==> src/rtl/riscy_pkg.sv <==
// Shared front-end types and constants: datapath widths, PC step and the fetch packet
// handed from fetch to decode.
package riscy_pkg;

    localparam int unsigned INSTR_WIDTH = 32;
    localparam int unsigned ADDR_WIDTH  = 32;
    localparam int unsigned PC_STEP     = 4;

    localparam logic [ADDR_WIDTH-1:0] RESET_PC_DEFAULT = 32'h0000_0000;

    typedef struct packed {
        logic [ADDR_WIDTH-1:0]  pc;
        logic [INSTR_WIDTH-1:0] instruction;
    } fetch_packet_t;

    // Clear the byte offset so every fetch address is word aligned.
    function automatic logic [ADDR_WIDTH-1:0] align_word(input logic [ADDR_WIDTH-1:0] a);
        return a & ~ADDR_WIDTH'(PC_STEP - 1);
    endfunction

endpackage

==> src/rtl/fetch_skid_buffer.sv <==
// Two-entry FIFO between instruction memory and decode. The head entry is itself a
// register, so decode never sees a combinational path from the memory data.
module fetch_skid_buffer
    import riscy_pkg::*;
(
    input  logic          clk,
    input  logic          reset,
    input  logic          push,
    input  fetch_packet_t push_data,
    input  logic          pop,
    input  logic          flush,
    output fetch_packet_t head,
    output logic          head_valid,
    output logic [1:0]    count_c
);

    fetch_packet_t tail;
    logic          tail_valid;

    fetch_packet_t head_d;
    fetch_packet_t tail_d;
    logic          head_valid_d;
    logic          tail_valid_d;
    logic          pop_eff;

    assign pop_eff = pop & head_valid;
    assign count_c = 2'(head_valid) + 2'(tail_valid);

    // Next-entry selection; the caller's credit scheme guarantees no push while full.
    always_comb begin
        head_d       = head;
        tail_d       = tail;
        head_valid_d = head_valid;
        tail_valid_d = tail_valid;
        if (flush) begin
            head_valid_d = 1'b0;
            tail_valid_d = 1'b0;
        end else begin
            case ({push, pop_eff})
                2'b10: begin
                    if (!head_valid) begin
                        head_d       = push_data;
                        head_valid_d = 1'b1;
                    end else begin
                        tail_d       = push_data;
                        tail_valid_d = 1'b1;
                    end
                end
                2'b01: begin
                    head_d       = tail;
                    head_valid_d = tail_valid;
                    tail_valid_d = 1'b0;
                end
                2'b11: begin
                    if (tail_valid) begin
                        head_d = tail;
                        tail_d = push_data;
                    end else begin
                        head_d = push_data;
                    end
                end
                default: begin
                end
            endcase
        end
    end

    always_ff @(posedge clk) begin
        if (reset) begin
            head       <= '0;
            tail       <= '0;
            head_valid <= 1'b0;
            tail_valid <= 1'b0;
        end else begin
            head       <= head_d;
            tail       <= tail_d;
            head_valid <= head_valid_d;
            tail_valid <= tail_valid_d;
        end
    end

endmodule

==> src/rtl/instruction_fetch_unit.sv <==
// Fetch requester: owns the PC, issues one word per cycle under a two-slot credit limit,
// and redirects/squashes on taken branches.
module instruction_fetch_unit
    import riscy_pkg::*;
#(
    parameter logic [ADDR_WIDTH-1:0] RESET_PC = RESET_PC_DEFAULT
) (
    input  logic                   clk,
    input  logic                   reset,
    output logic [ADDR_WIDTH-1:0]  instructionAddress,
    input  logic [INSTR_WIDTH-1:0] instruction,
    input  logic                   branchTaken,
    input  logic [ADDR_WIDTH-1:0]  branchTarget,
    output logic                   fetchValid,
    input  logic                   fetchReady,
    output logic [INSTR_WIDTH-1:0] fetchInstruction,
    output logic [ADDR_WIDTH-1:0]  fetchPC
);

    logic [ADDR_WIDTH-1:0] pc;
    logic                  inflight;
    logic [ADDR_WIDTH-1:0] inflight_pc;

    logic [ADDR_WIDTH-1:0] pc_d;
    logic                  inflight_d;
    logic [ADDR_WIDTH-1:0] inflight_pc_d;

    logic                  pop_c;
    logic                  push_c;
    logic                  issue_c;
    logic [1:0]            count_c;
    logic [2:0]            occupancy_c;
    fetch_packet_t         push_data;
    fetch_packet_t         head;
    logic                  head_valid;

    assign instructionAddress = pc;
    assign fetchValid         = head_valid;
    assign fetchPC            = head.pc;
    assign fetchInstruction   = head.instruction;

    assign pop_c  = head_valid & fetchReady;
    assign push_c = inflight & ~branchTaken;
    assign push_data = '{pc: inflight_pc, instruction: instruction};

    // Buffered plus outstanding entries may never exceed the two FIFO slots.
    assign occupancy_c = 3'(count_c) + 3'(inflight);
    assign issue_c     = ~branchTaken & (occupancy_c < (3'd2 + 3'(pop_c)));

    always_comb begin
        pc_d          = pc;
        inflight_d    = 1'b0;
        inflight_pc_d = inflight_pc;
        if (branchTaken) begin
            pc_d = align_word(branchTarget);
        end else if (issue_c) begin
            inflight_d    = 1'b1;
            inflight_pc_d = pc;
            pc_d          = pc + ADDR_WIDTH'(PC_STEP);
        end
    end

    always_ff @(posedge clk) begin
        if (reset) begin
            pc          <= RESET_PC;
            inflight    <= 1'b0;
            inflight_pc <= '0;
        end else begin
            pc          <= pc_d;
            inflight    <= inflight_d;
            inflight_pc <= inflight_pc_d;
        end
    end

    fetch_skid_buffer u_buf (
        .clk        (clk),
        .reset      (reset),
        .push       (push_c),
        .push_data  (push_data),
        .pop        (pop_c),
        .flush      (branchTaken),
        .head       (head),
        .head_valid (head_valid),
        .count_c    (count_c)
    );

endmodule

==> config.mk <==
export PLATFORM = sky130hd
export DESIGN_NAME = instruction_fetch_unit
export DESIGN_NICKNAME = d
export VERILOG_FILES = /design/src/rtl/riscy_pkg.sv /design/src/rtl/fetch_skid_buffer.sv /design/src/rtl/instruction_fetch_unit.sv
export SDC_FILE = /design/constraint.sdc
export NUM_CORES = 1
export LEC_CHECK = 0
export ABC_AREA = 1
export ABC_CLOCK_PERIOD_IN_PS = 3700
export BUFFER_PORTS_ARGS = -buffer_cell sky130_fd_sc_hd__buf_2
export CORE_MARGIN = 1.5
export CORE_UTILIZATION = 60
export CTS_CLUSTER_SIZE = 10
export DETAILED_ROUTE_END_ITERATION = 10
export PLACE_DENSITY = 0.88
export SYNTH_ARGS = -nofsm -noshare
export SYNTH_HDL_FRONTEND = slang
export SYNTH_SLANG_ARGS = --single-unit
==> constraint.sdc <==
create_clock -name clk -period 3.7 [get_ports clk]
set_input_delay 0.74 -clock clk [delete_from_list [all_inputs] [get_ports clk]]
set_output_delay 0.74 -clock clk [all_outputs]
set_load 0.01 [all_outputs]
Yosys cells after proc, flatten, opt, wreduce, memory -nomap -nowiden
Index checks and enable logic that the tools add are counted.
{"block": "totals", "regBits": 195, "inputBits": 68, "elab_cells": 47}
{"block": "classes", "add_sub_neg": 4, "magnitude_cmp": 1, "n_eq_ne": 6, "mux": 12, "bitwise": 5, "reduce_logical": 9}
{"operator": "2-to-1 mux 64 bit", "n": 4}
{"operator": "one-hot mux 64 bit (3 select lines)", "n": 1}
{"operator": "one-hot mux 64 bit (2 select lines)", "n": 1}
{"operator": "2-to-1 mux 32 bit", "n": 2}
{"operator": "adder 32 x 3 -> 32 bit, second input constant", "n": 1}
{"operator": "nonzero test 2 bit", "n": 3}
{"operator": "AND 1 bit", "n": 4}
{"operator": "== test 2 bit, second input constant", "n": 2}
{"operator": "inequality test 2 x 1 -> 1 bit, second input constant", "n": 2}
{"operator": "one-hot mux 1 bit (2 select lines)", "n": 2}
{"operator": "AND reduction 2 bit", "n": 2}
{"operator": "AND reduction 4 bit", "n": 1}
{"operator": "adder 2 x 1 -> 3 bit", "n": 1}
{"operator": "adder 2 x 1 -> 3 bit, first input constant", "n": 1}
{"operator": "less-than comparator 3 bit", "n": 1}
{"operator": "AND reduction 3 bit", "n": 1}
{"operator": "nonzero test 3 bit", "n": 1}
{"operator": "adder 1 x 1 -> 2 bit", "n": 1}
{"operator": "== test 2 x 1 -> 1 bit, second input constant", "n": 1}
{"operator": "2-to-1 mux 1 bit", "n": 2}
{"operator": "inequality test 2 bit, second input constant", "n": 1}
{"operator": "OR reduction 2 bit", "n": 1}
{"operator": "NOT 1 bit", "n": 1}

Logic depth before layout (Yosys ltp)
Gate-level depths: netlist of run 1.
{"block": "depth", "ltp_word": 6, "ltp_mapped": 14, "ltp_nobuf": 13}

Modules after synthesis
A second synthesis of run 1 with hierarchy kept.
{"block": "unflattened", "cells_unflattened": 1543, "area_unflattened_um2": 9467.8}
{"module": "fetch_skid_buffer", "n_inst": 1, "cells_each": 1046, "area_each_um2": 6135.9, "seq_area_each_um2": 2602.5}
{"module": "instruction_fetch_unit", "n_inst": 1, "cells_each": 497, "area_each_um2": 3331.9, "seq_area_each_um2": 1221.2}

Worst setup path after synthesis of run 1
Ideal clock, no wire load.
{"block": "synth_path", "path_type": "input -> register", "startpoint": "in branchTaken", "endpoint": "reg u_buf.tail[0] (netlist bit)", "setup_ns": 0.119, "arrival_time_ns": 2.203, "t_required_ns": 3.581, "path_slack_ns": 1.378, "path_stages": 12, "n_path_buf": 4, "cell_sequence": "buf_2 > inv_1 > buf_2 > nand2_1 > inv_1 > ha_1 > a21oi_1 > o211ai_1 > inv_2 > buf_2 > buf_4 > a21oi_1"}
{"block": "synth_between", "elab_chain_len": 5, "word_cells_on_any_way": 9, "cone_classes": "eq/ne (4); mux (1); bitwise (2); reduce/logical (2)"}
{"item": "from (decl)", "line": "instruction_fetch_unit.sv:12", "rtl": "input logic branchTaken,"}
{"item": "NOT 1 bit (no source line) *"}
{"item": "AND 1 bit", "line": "instruction_fetch_unit.sv:43", "rtl": "assign push_c = inflight & ~branchTaken;"}
{"item": "== test 2 bit", "line": "fetch_skid_buffer.sv:39", "rtl": "case ({push, pop_eff})"}
{"item": "inequality test 2 x 1 -> 1 bit (no source line) / nonzero test 2 bit (equally long branches)"}
{"item": "AND reduction 4 bit (no source line)"}
{"item": "to (signal assigned)", "line": "fetch_skid_buffer.sv:76", "rtl": "tail <= tail_d;"}
{"item": "to (decl)", "line": "fetch_skid_buffer.sv:17", "rtl": "fetch_packet_t tail;"}
Mark *: on every way between the ends. The rest lies on a longest branch, timed or not.
A chain may end at the register's enable or synchronous reset.

Worst setup path in the final report of run 1
{"block": "layout_path", "startpoint": "reg u_buf.head_valid", "endpoint": "reg, netlist name u_buf.head[52]"}
{"block": "layout_between", "elab_chain_len": 5, "word_cells_on_any_way": 9, "cone_classes": "eq/ne (4); mux (1); bitwise (2); reduce/logical (2)"}
{"item": "from (decl)", "line": "fetch_skid_buffer.sv:13", "rtl": "output logic head_valid,"}
{"item": "from (signal assigned)", "line": "fetch_skid_buffer.sv:77", "rtl": "head_valid <= head_valid_d;"}
{"item": "AND 1 bit", "line": "instruction_fetch_unit.sv:42", "rtl": "assign pop_c = head_valid & fetchReady;"}
{"item": "AND 1 bit", "line": "fetch_skid_buffer.sv:26", "rtl": "assign pop_eff = pop & head_valid;"}
{"item": "== test 2 bit / == test 2 x 1 -> 1 bit (equally long branches)", "line": "fetch_skid_buffer.sv:39"}
{"item": "inequality test 2 bit (no source line) / nonzero test 3 bit (equally long branches)"}
{"item": "AND reduction 3 bit (no source line)"}
Parallel ways exist; a longest one is shown, timed or not.

==> results.py, run 1 <==
metrics = {
    "die": {
        "rows": 43,
        "core_um2": 13800,
        "die_w_um": 121,
        "die_y_um": 121,
        "io-pin-count": 165,
        "dieArea_um2": 14700,
        "start_util_pct": 61.1,
    },
    "cts": {
        "post_cts_resized": 0,
        "cts-htree-levels": 4,
        "cts.reportedPaths.clkPinSlew_ns": 0.07,
        "numCtsBuffers": 17,
        "tritoncts": "yes",
        "cts.path.max_buffers": 2,
        "clk_latency_ns": 0.43,
        "clkSinkCount": 187,
        "post-cts-setup-buffers": 0,
        "clockRootBuffer": "clkbuf_16",
        "postCtsHoldBufs": 0,
    },
    "sta": {
        "worst_pin_slew_ns": 1.10,
        "fin_crit_sh_pct": 73.5,
        "max_slew_margin_pct": 26.7,
        "fmax_ghz": 0.367,
        "skew_ns": 0.00687,
        "tns_ns": 0,
        "setup_viol": 0,
        "slew_viol_final": 0,
        "rsz0062_at_grt": "false",
        "finalCriticalPeriod_ns": 2.72,
        "hold_violations": 0,
    },
    "logic_synthesis": {
        "synth-edff-count": 0,
        "syn_area_um2": 8410,
        "synth-seq-cells": 187,
        "yosysMostFrequentCell": "dfxtp_1",
        "ys.flop_type": "dfxtp_1",
        "synthCells": 1109,
        "seq_area_frac_synth_pct": 44.5,
        "yosysTopAreaCell": "dfxtp_1",
        "syn_avg_cell_area_um2": 7.59,
        "synth_top_area_share_pct": 44.5,
        "yosys-top-cells-area": "dfxtp_1, o21ai_0, a21oi_1",
        "synth_common_cells": "dfxtp_1, o21ai_0, a21oi_1",
        "synth_warnings": 0,
        "synth-async-reset-ratio_pct": 0,
        "yosysUniqueCellTypes": 39,
    },
    "job": {
        "maxCapViolCount": 0,
    },
    "global_route": {
        "grt_pass1_wl_um": 33300,
        "grtUsageTotal_pct": 28.1,
        "gr-total-overflow": 0,
        "first_global_vias": 6981,
        "grt_max_degree": 125,
        "antenna_found_initial": 0,
    },
    "worst_setup_path": {
        "path_buf_inv": 2,
        "cp-end-kind": "register",
        "path_cells": "nand2_2 -> inv_2 -> ha_1 -> a21oi_1 -> inv_2 -> nand3_1 -> a21oi_1",
        "cp_max_fo": 62,
        "critical_path_class": "reg2reg",
        "required_ns": 4.05,
        "critPathSlowestCell": "inv_2",
        "critPathMaxStageDelay_ns": 0.80,
        "critPathTopFamily": "buffers and inverters",
        "r2r_setup_slack_ns": 0.98,
        "start_kind": "register",
        "arrival_ns": 3.08,
    },
    "layout": {
        "fill_cells": 1177,
        "area_delta_synth_final_pct": 15.5,
        "final_cell_area_um2": 9720,
        "drive_above_1_share_pct": 18.5,
        "antenna_cells": 0,
        "finalNetCount": 1290,
    },
    "detailed_routing": {
        "routed_wl_um": 20700,
        "drt-pass1-iter-count": 7,
        "via_count": 7896,
        "drt-initial-drc-count": 891,
        "routed_via_density": 5.61,
        "detail_route.wl_per_cell_um": 14.7,
        "drc": 0,
        "ant_nets": 0,
    },
    "min_path": {
        "holdCritPathClass": "reg2reg",
    },
    "placed_design": {
        "dp_hpwl_um": 12900,
        "placed_cell_area_um2": 9120,
        "routabilityCongestion": 0.939,
        "port_buffers": 158,
    },
    "run_status": {
        "outcome": "completed",
    },
    "power": {
        "power.density_nw_per_um2": 462,
        "p_leak_nw": 4.30,
        "vdd_ir_drop_max_mv": 0.331,
    },
}
==> cell usage in the layout, fill, tap and decap left out, types with 4 or more instances in the layout <==
cell / count
a211oi_1: 19
a21oi_1: 149
a31oi_1: 5
buf_2: 158
buf_4: 7
clkbuf_16: 17
conb_1: 4
dfxtp_1: 187
ha_1: 4
inv_1: 118
inv_2: 6
nand2_1: 126
nand2_2: 6
nand3_1: 94
nand3b_1: 7
nand4_1: 6
nor2_1: 45
nor2_2: 5
nor2_4: 4
nor3_1: 5
o21a_1: 61
o21ai_0: 155
xor2_1: 4
==> state kept, by name, summed over array words and instances (netlist names) <==
name                cells
u_buf.head             62
u_buf.tail             62
inflight_pc            30
instructionAddress     30
inflight                1
u_buf.head_valid        1
u_buf.tail_valid        1
==> worst min-delay path, delay by kind of cell, from the launching register on <==
| kind | cells | cell delay, ns |
|---|---|---|
| compound gates | 1 | 0.06 |
| flops | 1 | 0.31 |
| simple gates | 1 | 0.07 |
==> layout make-up <==
| type | instances | area (um2) | share of cell area, % |
|---|---|---|---|
| tap | 180 | 225 | 2.32 |
| clock inverter | 10 | 143 | 1.47 |
| clock buffer | 20 | 457 | 4.70 |
| inverter | 126 | 474 | 4.88 |
| sequential | 187 | 3740 | 38.5 |
| multi-input combinational | 717 | 3770 | 38.8 |
| timing repair buffer | 168 | 903 | 9.30 |
==> cells by family (layout without fill, tap and decap cells) <==
| family | count (synthesis) | count (layout) | share of synthesized area (%) |
|---|---|---|---|
| flip-flops | 187 | 187 | 44.5 |
| buffers and inverters | 208 | 324 | 10.9 |
| XOR/XNOR | 6 | 6 | 0.625 |
| AND/OR/NAND/NOR | 304 | 304 | 16.6 |
| AO/OA/AOI/OAI | 398 | 398 | 26.5 |
| adder cells (fa/ha/maj) | 5 | 5 | 0.833 |
| other | 1 | 4 | 0.0446 |
==> final timing paths <==
path,start,to,depth (start not counted)
setup / recovery,u_buf.head_valid,u_buf.head[52],7
hold / removal,u_buf.tail[3],u_buf.head[3],2
setup reg to reg,u_buf.head_valid,u_buf.head[52],7
hold reg to reg,u_buf.tail[3],u_buf.head[3],2
==> per-stage QoR <==
step           std cells  util [%]  worst slack (ns)  hold slack [ns]  power [mW]
6_report            1408      70.5             0.979            0.478        4.49
5_1_grt             1408      70.5             0.689            0.501        4.66
4_1_cts             1408      70.5             0.935            0.480        4.51
3_5_place_dp        1378      66.2             0.569            0.473        2.67
3_3_place_gp        1378      66.2             0.629            0.469        2.65
2_1_floorplan       1112         -              1.38            0.450        2.51
==> power by group <==
group / internal, mW / switching [mW] / total (mW)
sequential: 2.12 / 0.0674 / 2.19
clock: 1.09 / 0.768 / 1.86
combinational: 0.167 / 0.274 / 0.441
total: 3.38 / 1.11 / 4.49
==> metal layers <==
layer  track usage [%]  vias to the layer above  part of all wire, %
met5                 0                        -                    0
met4              10.7                        0                  3.0
met3              5.83                       49                  5.5
met2              46.6                      251                   49
met1              35.8                     3670                   43
li1                  -                     3926                    -
Power figures use the tool's default switching activity.
==> run 2: changes to the inputs <==
--- a/config.mk
+++ b/config.mk
@@ -5,14 +5,14 @@
 export SDC_FILE = /design/constraint.sdc
 export NUM_CORES = 1
 export LEC_CHECK = 0
-export ABC_AREA = 1
-export ABC_CLOCK_PERIOD_IN_PS = 3700
+export ABC_AREA = 0
+export ABC_CLOCK_PERIOD_IN_PS = 2200
 export BUFFER_PORTS_ARGS = -buffer_cell sky130_fd_sc_hd__buf_2
 export CORE_MARGIN = 1.5
-export CORE_UTILIZATION = 60
+export CORE_UTILIZATION = 49
 export CTS_CLUSTER_SIZE = 10
 export DETAILED_ROUTE_END_ITERATION = 10
-export PLACE_DENSITY = 0.88
+export PLACE_DENSITY = 0.78
 export SYNTH_ARGS = -nofsm -noshare
 export SYNTH_HDL_FRONTEND = slang
 export SYNTH_SLANG_ARGS = --single-unit
==> constraint.sdc (replaced) <==
create_clock -name clk -period 2.2 [get_ports clk]
set_input_delay 0.44 -clock clk [delete_from_list [all_inputs] [get_ports clk]]
set_output_delay 0.44 -clock clk [all_outputs]
set_load 0.01 [all_outputs]
==> run 2 against run 1 <==
  * Maximum frequency is 18% higher
  * Wire length is 5.2% higher
  * The flow now finishes with violations (negative setup slack)
  * Critical path depth is 1 lower
  * Critical endpoint is now instructionAddress[19]
  * Clock skew is 0.0015 ns higher
==> results.py, run 2 <==
metrics = {
    "run_status": {
        "outcome": "complete, but fails checks",
        "violations": "negative setup slack",
    },
    "cts": {
        "clk_latency_ns": 0.43,
        "clkSinkCount": 187,
        "tritoncts": "yes",
        "cts-htree-levels": 4,
        "cts.path.max_buffers": 2,
        "postCtsHoldBufs": 0,
        "clockRootBuffer": "clkbuf_16",
        "numCtsBuffers": 17,
        "cts.reportedPaths.clkPinSlew_ns": 0.07,
    },
    "power": {
        "clockPowerShare_pct": 40.7,
        "p_leak_nw": 3.96,
        "p_seq_share_pct": 48.3,
        "post-layout-total-power_mw": 7.60,
        "vdd_ir_drop_max_mv": 0.546,
        "switching_power_mw": 1.99,
        "switching_share_pct": 26.2,
        "pwr-share-comb_pct": 11.1,
        "power.density_nw_per_um2": 746,
        "internal-power_mw": 5.61,
    },
    "placed_design": {
        "placed_cell_area_um2": 9420,
        "dp.cells": 1278,
        "dp_hpwl_um": 13400,
        "dp_slack_ns": -0.162,
        "port_buffers": 158,
        "routabilityCongestion": 0.795,
    },
    "layout": {
        "largestRegisters": "u_buf.head: 62 flops, u_buf.tail: 62 flops",
        "drive_above_1_share_pct": 28.2,
        "layout_common_cells": "dfxtp_1, buf_2, nand2_1",
        "stdcell_count": 1317,
        "final_cell_area_um2": 10200,
        "finalNetCount": 1161,
        "area_delta_synth_final_pct": 28.8,
        "fin_util_pct": 64.4,
        "antenna_cells": 0,
        "fill_cells": 1285,
        "final_common_cell": "dfxtp_1",
    },
    "logic_synthesis": {
        "syn_avg_cell_area_um2": 8.52,
        "synth-async-reset-ratio_pct": 0,
        "ys.flop_type": "dfxtp_1",
        "yosysMostFrequentCell": "dfxtp_1",
        "synth-edff-count": 0,
        "synth-seq-cells": 187,
        "yosysTopAreaCell": "dfxtp_1",
        "yosysUniqueCellTypes": 51,
        "yosys-top-cells-area": "dfxtp_1, a211oi_1, nand2_1",
        "syn_area_um2": 7910,
        "synth_common_cells": "dfxtp_1, nand2_1, nor2_1",
        "synth_warnings": 0,
        "seq_area_frac_synth_pct": 47.3,
        "synth_top_area_share_pct": 47.3,
        "synthCells": 928,
    },
    "detailed_routing": {
        "ant_nets": 0,
        "detail_route.wl_per_cell_um": 16.5,
        "drc": 0,
        "drt-initial-drc-count": 551,
        "routed_via_density": 5.66,
        "drt-pass1-iter-count": 5,
        "routed_wl_um": 21700,
        "via_count": 7458,
    },
    "sta": {
        "fin_crit_sh_pct": 105,
        "finalCriticalPeriod_ns": 2.31,
        "setup_viol": 7,
        "hold_violations": 0,
        "timing.final.ws_setup_ns": -0.110,
        "rsz0062_at_grt": "true",
        "max_slew_margin_pct": 53.6,
        "skew_ns": 0.00841,
        "tns_ns": -0.528,
        "slew_viol_final": 0,
        "fmax_ghz": 0.433,
        "hold_slack_ns": 0.246,
        "worst_pin_slew_ns": 0.696,
    },
    "min_path": {
        "hp-start": "branchTarget[27]",
        "worstHoldPathCells": 3,
        "holdCritPathClass": "in2reg",
        "min_to": "instructionAddress[27]",
    },
    "global_route": {
        "grt_max_degree": 81,
        "gr-total-overflow": 0,
        "grtUsageTotal_pct": 25.0,
        "antenna_found_initial": 0,
        "grt_pass1_wl_um": 33800,
        "first_global_vias": 6734,
    },
    "die": {
        "start_util_pct": 50.0,
        "dieArea_um2": 16900,
        "die_y_um": 130,
        "die_w_um": 130,
        "rows": 46,
        "io-pin-count": 165,
        "core_um2": 15800,
    },
    "worst_setup_path": {
        "r2r_setup_slack_ns": -0.11,
        "critPathTopFamily": "simple AND/OR/NAND/NOR gates",
        "path_buf_inv": 1,
        "cp-end-kind": "register",
        "start_kind": "register",
        "rr_endpoint": "instructionAddress[19]",
        "critPathMaxStageDelay_ns": 0.51,
        "reg2reg_depth": 6,
        "critical_path_class": "reg2reg",
        "required_ns": 2.55,
        "arrival_ns": 2.66,
        "path_cells": "fa_1 -> nand3b_4 -> a211o_1 -> buf_12 -> or4_4 -> a311oi_2",
        "critPathSlowestCell": "or4_4",
        "r2r-start": "u_buf.tail_valid",
        "cp_max_fo": 17,
    },
    "job": {
        "maxCapViolCount": 0,
    },
}
## run 2: changes by cell type in the layout (fill, tap and decap cells not counted), moves of 16 or more
cell      delta
inv_1      -103
a21oi_1     -76
nand2_1     +16
a22oi_2     +24
buf_4       +36
o21a_1      -61
nor2_1      +75
a22oi_1     +38
a211oi_1    +56
mux2i_1     +30
o21ai_0    -146
nand3_1     -81
## run 2: kinds of logic (layout without fill, tap and decap cells)
| family | count (synthesis) | in the layout | synth area share, % |
|---|---|---|---|
| AND/OR/NAND/NOR | 341 | 341 | 19.6 |
| AO/OA/AOI/OAI | 260 | 260 | 22.7 |
| flip-flops | 187 | 187 | 47.3 |
| adder cells (fa/ha/maj) | 5 | 5 | 0.886 |
| buffers and inverters | 98 | 268 | 4.97 |
| XOR/XNOR | 6 | 6 | 0.665 |
| other | 1 | 4 | 0.0474 |
| multiplexers | 30 | 30 | 3.80 |
## run 2: worst reg2reg max path, stage by stage (launching register included)
cell and delay, ns:
dfxtp_2 0.33, fa_1 0.48, nand3b_4 0.19, a211o_1 0.30, buf_12 0.16, or4_4 0.52, a311oi_2 0.26
## run 2: timing repair
item                                    4_1_cts  5_1_grt
cloned                                        1        2
endpoints found under the setup margin       41       30
pin swaps                                     7        8
gates resized for setup                       9       16
setup buffers                                 3        1
## run 2: worst max-delay path by stage
stage | end | cells past startpoint | start
2_1_floorplan | u_buf.tail[5] | 13 | branchTaken
3_3_place_gp | instructionAddress[16] | 6 | u_buf.head_valid
3_5_place_dp | instructionAddress[16] | 6 | u_buf.head_valid
4_1_cts | instructionAddress[16] | 6 | u_buf.tail_valid
5_1_grt | instructionAddress[11] | 6 | u_buf.tail_valid
6_report | instructionAddress[19] | 6 | u_buf.tail_valid
## run 2: cell type report
class	instances	area (um2)	area share [%]
Clock buffer	18	429	4.21
Multi-Input combinational cell	646	4060	39.9
Sequential cell	187	3750	36.8
Inverter	17	71.3	0.700
Timing Repair Buffer	219	1450	14.2
Clock inverter	14	158	1.55
Tap cell	216	270	2.65
## run 2: per-layer routing
| layer | wire length (um) | up-vias | GRT usage [%] |
|---|---|---|---|
| met2 | 10300 | 282 | 40.5 |
| met3 | 1460 | 35 | 4.72 |
| li1 | - | 3635 | - |
| met5 | 0 | - | 0 |
| met1 | 9450 | 3506 | 33.3 |
| met4 | 487 | 0 | 9.22 |
## run 2: power by group through the flow
stage / logic [mW] / registers, mW / clock network [mW]
2_1_floorplan: 0.453 / 3.78 / 0
3_3_place_gp: 0.802 / 3.73 / 0
4_1_cts: 0.832 / 3.66 / 3.14
5_1_grt: 0.928 / 3.69 / 3.28
3_5_place_dp: 0.817 / 3.74 / 0
6_report: 0.842 / 3.67 / 3.09
==> run 3: changes to the inputs <==
--- a/config.mk
+++ b/config.mk
@@ -6,13 +6,13 @@
 export NUM_CORES = 1
 export LEC_CHECK = 0
 export ABC_AREA = 0
-export ABC_CLOCK_PERIOD_IN_PS = 2200
+export ABC_CLOCK_PERIOD_IN_PS = 2950
 export BUFFER_PORTS_ARGS = -buffer_cell sky130_fd_sc_hd__buf_2
 export CORE_MARGIN = 1.5
-export CORE_UTILIZATION = 49
+export CORE_UTILIZATION = 59
 export CTS_CLUSTER_SIZE = 10
 export DETAILED_ROUTE_END_ITERATION = 10
-export PLACE_DENSITY = 0.78
+export PLACE_DENSITY = 0.87
 export SYNTH_ARGS = -nofsm -noshare
 export SYNTH_HDL_FRONTEND = slang
 export SYNTH_SLANG_ARGS = --single-unit
==> constraint.sdc (replaced) <==
create_clock -name clk -period 2.95 [get_ports clk]
set_input_delay 0.59 -clock clk [delete_from_list [all_inputs] [get_ports clk]]
set_output_delay 0.59 -clock clk [all_outputs]
set_load 0.01 [all_outputs]
==> run 3 against run 2 <==
  * The run now ends clean
  * Via count down 2.7%
  * Sequential share of layout area up 2.7 points
  * Utilization up 7.8 points
  * Register-to-register slack better by 0.34 ns
  * Global-route usage up 3.6 points
  * Critical path type unchanged
  * Critical endpoint is now instructionAddress[12]
  * Largest power group unchanged
==> results.py, run 3 (same netlist as run 2, synthesis figures left out) <==
metrics = {
    "run_status": {
        "outcome": "completed",
    },
    "worst_setup_path": {
        "critPathTopFamily": "compound AO/OA/AOI/OAI gates",
        "cp-end-kind": "register",
        "path_buf_inv": 0,
        "critPathMaxStageDelay_ns": 0.57,
        "required_ns": 3.28,
        "arrival_ns": 3.05,
        "start_kind": "register",
        "path_cells": "fa_1 -> nand3b_2 -> a211o_1 -> or4_1 -> a311oi_1",
        "critical_path_class": "reg2reg",
        "critPathSlowestCell": "a211o_1",
        "cp_max_fo": 22,
    },
    "sta": {
        "skew_ns": 0.00819,
        "finalCriticalPeriod_ns": 2.72,
        "slew_viol_final": 0,
        "max_slew_margin_pct": 24.7,
        "fin_crit_sh_pct": 92.1,
        "tns_ns": 0,
        "setup_viol": 0,
        "rsz0062_at_grt": "false",
        "fmax_ghz": 0.368,
        "worst_pin_slew_ns": 1.13,
        "timing.final.ws_setup_ns": 0.233,
        "hold_violations": 0,
    },
    "die": {
        "dieArea_um2": 14100,
        "rows": 42,
        "core_um2": 13100,
        "die_w_um": 119,
        "io-pin-count": 165,
        "die_y_um": 119,
        "start_util_pct": 60.2,
    },
    "layout": {
        "finalNetCount": 1123,
        "final_cell_area_um2": 9490,
        "layout_common_cells": "dfxtp_1, buf_2, nand2_1",
        "fin_util_pct": 72.2,
        "stdcell_count": 1239,
        "largestRegisters": "u_buf.head: 62 flops, u_buf.tail: 62 flops",
        "fill_cells": 1038,
        "drive_above_1_share_pct": 21.2,
        "area_delta_synth_final_pct": 20.0,
        "final_common_cell": "dfxtp_1",
    },
    "placed_design": {
        "dp_hpwl_um": 12500,
        "port_buffers": 158,
        "routabilityCongestion": 0.879,
        "dp_slack_ns": 0.0506,
        "placed_cell_area_um2": 8870,
        "dp.cells": 1207,
    },
    "global_route": {
        "grtUsageTotal_pct": 28.6,
        "antenna_found_initial": 2,
        "first_global_vias": 6775,
        "grt_max_degree": 85,
        "grt_pass1_wl_um": 32600,
        "gr-total-overflow": 0,
    },
    "cts": {
        "clkSinkCount": 187,
        "cts.reportedPaths.clkPinSlew_ns": 0.07,
        "numCtsBuffers": 17,
        "clockRootBuffer": "clkbuf_16",
        "post_cts_resized": 0,
        "cts-htree-levels": 4,
        "post-cts-setup-buffers": 0,
        "postCtsHoldBufs": 0,
        "clk_latency_ns": 0.43,
        "tritoncts": "yes",
        "cts.path.max_buffers": 2,
    },
    "detailed_routing": {
        "drt-pass1-iter-count": 6,
        "ant_nets": 0,
        "routed_wl_um": 19700,
        "via_count": 7257,
        "drt-initial-drc-count": 778,
        "detail_route.wl_per_cell_um": 15.9,
        "routed_via_density": 5.86,
        "drc": 0,
    },
    "power": {
        "internal-power_mw": 4.31,
        "switching_share_pct": 24.2,
        "switching_power_mw": 1.38,
        "pwr-share-comb_pct": 9.7,
        "p_seq_share_pct": 48.2,
        "vdd_ir_drop_max_mv": 0.485,
        "clockPowerShare_pct": 42.1,
        "power.density_nw_per_um2": 600,
        "p_leak_nw": 3.68,
    },
    "job": {
        "maxCapViolCount": 0,
    },
    "min_path": {
        "holdCritPathClass": "in2reg",
    },
}
run 3: changes by cell type in the layout (fill, tap and decap cells not counted), sizes merged:
cell / before / now
buf: 218 / 181
bufinv: 2 / 4
clkbuf: 19 / 21
clkinv: 3 / 1
clkinvlp: 2 / 3
diode: 0 / 1
inv: 24 / 19
run 3: power by group through the flow:
stage	logic, mW	clock network [mW]	registers, mW
after detailed placement	0.549	0	2.80
after floorplan	0.310	0	2.81
final	0.554	2.39	2.74
after global placement	0.537	0	2.79
after CTS	0.554	2.41	2.74
after global routing	0.615	2.51	2.76
run 3: final cells by class:
cell class                      count  area [um2]  area share, %
Antenna cell                        1        2.50         0.0264
Clock buffer                       21         450           4.75
Clock inverter                     10         165           1.74
Inverter                           17        63.8          0.673
Multi-Input combinational cell    646        3820           40.3
Sequential cell                   187        3740           39.5
Tap cell                          176         220           2.32
Timing Repair Buffer              181        1020           10.7
run 3: metal layers:
metal  vias up  part of all wire, %  GRT usage (%)
li1       3577                    -              -
met2       265                   48           46.6
met1      3368                   43           36.4
met5         -                0.066              0
met3        45                  7.0           7.43
met4         2                  2.6           11.3
run 3: worst paths after layout:
| kind | from | to | slack [ns] | cells after the start |
|---|---|---|---|---|
| worst max register to register | u_buf.head_valid | instructionAddress[12] | 0.23 | 5 |
| worst min-delay path | branchTarget[29] | instructionAddress[29] | 0.39 | 3 |
| worst min register to register | u_buf.tail[42] | u_buf.tail[42] | 0.45 | 2 |
| worst max-delay path | u_buf.head_valid | instructionAddress[12] | 0.23 | 5 |
run 3: per-stage QoR:
stage / hold WS [ns] / total power [mW]
after floorplan: 0.436 / 3.12
after global placement: 0.441 / 3.33
after detailed placement: 0.446 / 3.35
after CTS: 0.381 / 5.71
after global routing: 0.403 / 5.89
final: 0.390 / 5.69
run 3: tightest hold or removal path: cells and delay by family:
| family | cells | cell delay, ns |
|---|---|---|
| buffers and inverters | 1 | 0.08 |
| AO/OA/AOI/OAI | 2 | 0.12 |
